## config.mk

```make
export PLATFORM = sky130hd
export DESIGN_NAME = alu_share_arbiter
export DESIGN_NICKNAME = d
export VERILOG_FILES = /design/src/rtl/alu_share_arbiter.sv
export SDC_FILE = /design/constraint.sdc
export NUM_CORES = 1
export LEC_CHECK = 0
export ABC_AREA = 1
export CORE_MARGIN = 2
export CORE_UTILIZATION = 25
export DETAILED_ROUTE_END_ITERATION = 8
export PLACE_DENSITY = 0.75
export SYNTH_ARGS = -nofsm -noshare
export SYNTH_HDL_FRONTEND = slang
export SYNTH_SLANG_ARGS = --single-unit
```

## constraint.sdc

```tcl
create_clock -name clk -period 1.4 [get_ports clk]
set_clock_uncertainty 0.05 [all_clocks]
set_input_delay 0.21 -clock clk [delete_from_list [all_inputs] [get_ports clk]]
set_output_delay 0.21 -clock clk [all_outputs]
set_load 0.005 [all_outputs]
```

## src/rtl/alu_share_arbiter.sv

```systemverilog
// Round-robin sharing of one combinational ALU between two valid/ready requesters.
// Define ALU_ARB_FIXED_PRIO_EN to make requester 0 win every tie (no rr pointer).

`ifndef OP_ADD
`define OP_ADD 4'h0
`endif
`ifndef OP_SUB
`define OP_SUB 4'h1
`endif
`ifndef OP_BEQ
`define OP_BEQ 4'h8
`endif
`ifndef OP_BLT
`define OP_BLT 4'ha
`endif

module alu_share_arbiter #(
    parameter int DATA_WIDTH = 32,
    parameter int OP_WIDTH   = 4
) (
    input  logic                  clk,
    input  logic                  reset_n,
    input  logic [1:0]            req_valid,
    output logic [1:0]            req_ready,
    input  logic [OP_WIDTH-1:0]   req_op_0,
    input  logic [OP_WIDTH-1:0]   req_op_1,
    input  logic [DATA_WIDTH-1:0] req_in1_0,
    input  logic [DATA_WIDTH-1:0] req_in1_1,
    input  logic [DATA_WIDTH-1:0] req_in2_0,
    input  logic [DATA_WIDTH-1:0] req_in2_1,
    output logic [1:0]            rsp_valid,
    input  logic [1:0]            rsp_ready,
    output logic [DATA_WIDTH-1:0] rsp_result_0,
    output logic [DATA_WIDTH-1:0] rsp_result_1,
    output logic                  rsp_bcond_0,
    output logic                  rsp_bcond_1,
    output logic [OP_WIDTH-1:0]   alu_op,
    output logic [DATA_WIDTH-1:0] alu_in_1,
    output logic [DATA_WIDTH-1:0] alu_in_2,
    input  logic [DATA_WIDTH-1:0] alu_result,
    input  logic                  alu_bcond,
    output logic [1:0]            alu_owner
);

    logic [1:0]            rsp_valid_q;
    logic [1:0]            rsp_valid_d;
    logic [DATA_WIDTH-1:0] rsp_result_0_q;
    logic [DATA_WIDTH-1:0] rsp_result_0_d;
    logic [DATA_WIDTH-1:0] rsp_result_1_q;
    logic [DATA_WIDTH-1:0] rsp_result_1_d;
    logic                  rsp_bcond_0_q;
    logic                  rsp_bcond_0_d;
    logic                  rsp_bcond_1_q;
    logic                  rsp_bcond_1_d;

    logic [1:0] slot_free;
    logic [1:0] eligible;
    logic [1:0] grant;
    logic       prefer_1;

    // A full slot still accepts if it is being drained this same cycle.
    assign slot_free = ~rsp_valid_q | rsp_ready;
    assign eligible  = req_valid & slot_free;

`ifdef ALU_ARB_FIXED_PRIO_EN
    assign prefer_1 = 1'b0;
`else
    logic rr_ptr_q;
    logic rr_ptr_d;

    always_comb begin
        rr_ptr_d = rr_ptr_q;
        if (grant[0]) begin
            rr_ptr_d = 1'b1;
        end else if (grant[1]) begin
            rr_ptr_d = 1'b0;
        end
    end

    always_ff @(posedge clk or negedge reset_n) begin
        if (!reset_n) begin
            rr_ptr_q <= 1'b0;
        end else begin
            rr_ptr_q <= rr_ptr_d;
        end
    end

    assign prefer_1 = rr_ptr_q;
`endif

    always_comb begin
        grant = 2'b00;
        if (eligible == 2'b11) begin
            grant = prefer_1 ? 2'b10 : 2'b01;
        end else begin
            grant = eligible;
        end
    end

    assign req_ready = grant;
    assign alu_owner = grant;

    always_comb begin
        alu_op   = OP_WIDTH'(`OP_ADD);
        alu_in_1 = '0;
        alu_in_2 = '0;
        unique case (1'b1)
            grant[0]: begin
                alu_op   = req_op_0;
                alu_in_1 = req_in1_0;
                alu_in_2 = req_in2_0;
            end
            grant[1]: begin
                alu_op   = req_op_1;
                alu_in_1 = req_in1_1;
                alu_in_2 = req_in2_1;
            end
            default: begin
            end
        endcase
    end

    // Result/bcond only load on a grant, so they hold while the slot stalls.
    always_comb begin
        rsp_valid_d    = rsp_valid_q & ~rsp_ready;
        rsp_result_0_d = rsp_result_0_q;
        rsp_result_1_d = rsp_result_1_q;
        rsp_bcond_0_d  = rsp_bcond_0_q;
        rsp_bcond_1_d  = rsp_bcond_1_q;
        if (grant[0]) begin
            rsp_valid_d[0] = 1'b1;
            rsp_result_0_d = alu_result;
            rsp_bcond_0_d  = alu_bcond;
        end
        if (grant[1]) begin
            rsp_valid_d[1] = 1'b1;
            rsp_result_1_d = alu_result;
            rsp_bcond_1_d  = alu_bcond;
        end
    end

    always_ff @(posedge clk or negedge reset_n) begin
        if (!reset_n) begin
            rsp_valid_q    <= 2'b00;
            rsp_result_0_q <= '0;
            rsp_result_1_q <= '0;
            rsp_bcond_0_q  <= 1'b0;
            rsp_bcond_1_q  <= 1'b0;
        end else begin
            rsp_valid_q    <= rsp_valid_d;
            rsp_result_0_q <= rsp_result_0_d;
            rsp_result_1_q <= rsp_result_1_d;
            rsp_bcond_0_q  <= rsp_bcond_0_d;
            rsp_bcond_1_q  <= rsp_bcond_1_d;
        end
    end

    assign rsp_valid    = rsp_valid_q;
    assign rsp_result_0 = rsp_result_0_q;
    assign rsp_result_1 = rsp_result_1_q;
    assign rsp_bcond_0  = rsp_bcond_0_q;
    assign rsp_bcond_1  = rsp_bcond_1_q;

endmodule

```

==> impl_metrics.tcl <==
set metrics [dict create \
    clk_latency_ns 0.33 \
    dieWidth_um 128 \
    maxCapViolCount 0 \
    seq_area_frac_synth_pct 44.8 \
    combPwrFrac_pct 56.8 \
    wirelength_mm 26.1 \
    ios 315 \
    grt_max_degree 70 \
    area_growth_pct 170 \
    irDropWorstVdd_mv 0.569 \
    vias 6057 \
    antenna_found_initial 0 \
    power.share.clock_pct 17.9 \
    synth_nets 716 \
    cts.sinks 69 \
    die_area_um2 16400 \
    slowest_stage "dfrtp_2" \
    reg2reg_depth 10 \
    finalSetupViolations 141 \
    startpoint_type "flip-flop" \
    min_from "rsp_ready[1]" \
    setup_slack_ns -0.722 \
    cp_common_cell "buf_6" \
    core_um2 15100 \
    rows 45 \
    status "finished, violations left" \
    intPower_mw 7.27 \
    netlist_area_um2 3850 \
    place.port_buffers 314 \
    violations "setup timing" \
    grt_pass1_wl_mm 34.3 \
    wl_per_cell_um 22.4 \
    p_sw_mw 3.87 \
    syn_area_per_cell_um2 7.12 \
    worst_slew_pin_slew_ns 0.387 \
    critPathMaxFanout 4 \
    slew_violations 0 \
    cp.depth 9 \
    slew_headroom_pct 74.2 \
    yosys.area.top_type "dfrtp_1" \
    finalHoldViolCount 0 \
    yosysWarnings 0 \
    final_common_cell "clkdlybuf4s50_1" \
    critical_path_class "reg2out" \
    nets 1148 \
    synth_cell_types 10 \
    critPathBufInv 6 \
    grt_overflow_total 0 \
    gp_congestion 0.876 \
    cts.clk_slew.worst_paths_ns 0.06 \
    ant_nets 0 \
    fmax_ghz 0.471 \
    cts_root_buffer "clkbuf_16" \
    slowest_delay_ns 0.43 \
    timing.rr.start "rsp_valid[0]" \
    drc 0 \
    vias_per_cell 5.20 \
    first_pass_iters 5 \
    layout_common_cells "clkdlybuf4s50_1, nand2_1, nand3_1, nand3_2" \
    htree_levels 3 \
    initial_utilization_pct 25.4 \
    grt_pass1_vias 5987 \
    power_density_nw_per_um2 1070 \
    holdPathStages 5 \
    worstHoldPathType "in2reg" \
    seqPwrFrac_pct 25.3 \
    period_minus_slack_ns 2.12 \
    drive_gt1_share_pct 42.8 \
    arrival_ns 1.86 \
    cpLargestDelayFamily "buffers and inverters" \
    place_ws_ns -0.884 \
    crit_start "rsp_valid[0]" \
    rsz0062_at_grt "yes" \
    cts_buffers 9 \
    holdWs_ns 0.373 \
    end_kind "primary output" \
    synthCells 541 \
    die_h_um 128 \
    clk_path_buf_depth 2 \
    antenna_cells 0 \
    track_usage_pct 27.4 \
    dp_hpwl_mm 12.7 \
    cp.required_ns 1.14 \
    cts_tree "built" \
    synth-seq-cells 69 \
    leakage_nw 5.72 \
    dr.first_iter.drc_count 391 \
    fin_crit_sh_pct 152 \
    yosysTopAreaCellShare_pct 44.8 \
    worstPathCellList "a21boi_4 > buf_12 > buf_8 > buf_16 > buf_6 > buf_6 > nand3_2 > nand2_2 > buf_6" \
    synth.area.top_cells "dfrtp_1, nand3_1, nand2_1" \
    swShare_pct 34.7 \
]
-- power by group through the flow --
stage	Combinational, mW	Clock, mW	Sequential (mW)
6_report	6.33	1.99	2.82
5_1_grt	6.67	2.10	2.86
4_1_cts	5.34	1.99	2.76
3_5_place_dp	3.92	0	2.79
3_3_place_gp	3.89	0	2.78
2_1_floorplan	1.27	0	2.81
-- worst register-to-register path: stages, from the launching register on --
cell and delay (ns):
dfrtp_2 0.43, a21boi_4 0.25, buf_12 0.17, buf_8 0.13, buf_12 0.13, buf_12 0.11
nand2_8 0.05, buf_12 0.15, clkbuf_16 0.20, nand2_2 0.06, nand2_1 0.05
-- kinds of logic after synthesis --
| logic type | count (synthesis) | share of synthesized area, % |
|---|---|---|
| and+or+nand+nor | 410 | 46.6 |
| DFF | 69 | 44.8 |
| buffers and inverters | 59 | 7.92 |
| AOI/OAI and AO/OA | 3 | 0.714 |
-- cell usage after synthesis --
cell type	number
inv_1	5
a21boi_2	2
nand3_1	204
buf_4	8
nand2_1	206
clkbuf_1	2
inv_2	1
buf_2	43
dfrtp_1	69
o21ai_0	1
-- per-layer routing --
metal | vias up | share of wire (%) | global-route usage, %
met5 | - | 0 | 0
met4 | 0 | 5.6 | 11.4
met3 | 105 | 6.5 | 5.59
met2 | 369 | 52 | 48.8
met1 | 2917 | 36 | 32.0
li1 | 2666 | - | -
-- layout make-up --
type / instances / area (um^2)
inverters: 6 / 27.5
well taps: 188 / 235
clock inverters: 2 / 12.5
repair buffers: 474 / 5470
clock buffers: 12 / 236
multi-input cells: 413 / 2710
flip-flops and latches: 69 / 1730
fillers: 1096 / 4730
-- per-stage QoR --
| stage | total power [mW] | instances | instance area [um^2] | util, % | setup TNS, ns |
|---|---|---|---|---|---|
| after floorplan | 4.08 | 541 | 3850 | - | 0 |
| after global placement | 6.67 | 1019 | 7310 | 48.3 | -92.71 |
| after detailed placement | 6.71 | 1019 | 7310 | 48.3 | -92.59 |
| after CTS | 10.1 | 1120 | 9270 | 61.2 | -60.90 |
| after global routing | 11.6 | 1164 | 10400 | 68.8 | -76.36 |
| final | 11.1 | 1164 | 10400 | 68.8 | -69.61 |
-- repair_timing --
action | 4_1_cts | 5_1_grt
buffers inserted | 60 | 39
gates cloned | 28 | 12
endpoints found under the hold margin | 69 | 0
pin swaps | 58 | 69
endpoints found under the setup margin | 209 | 209
hold buffers | 1 | 0
gates resized for setup | 441 | 242
-- path summary, 6_finish.rpt --
path	endpoint	slack (ns)
worst max-delay path	alu_in_1[5]	-0.72
worst min-delay path	rsp_valid[1]	0.37
worst max register to register	rsp_result_0[1]	-0.50
worst min register to register	rsp_result_1[16]	0.42
max in group asynchronous	rsp_valid[0]	0.59
min in group asynchronous	rsp_result_0[4]	0.38
-- registers in the layout, indices dropped and copies added (netlist names) --
register      flops
prefer_1          1
rsp_bcond_0       1
rsp_bcond_1       1
rsp_result_0     32
rsp_result_1     32
rsp_valid         2
(Power assumes the default switching activity.)
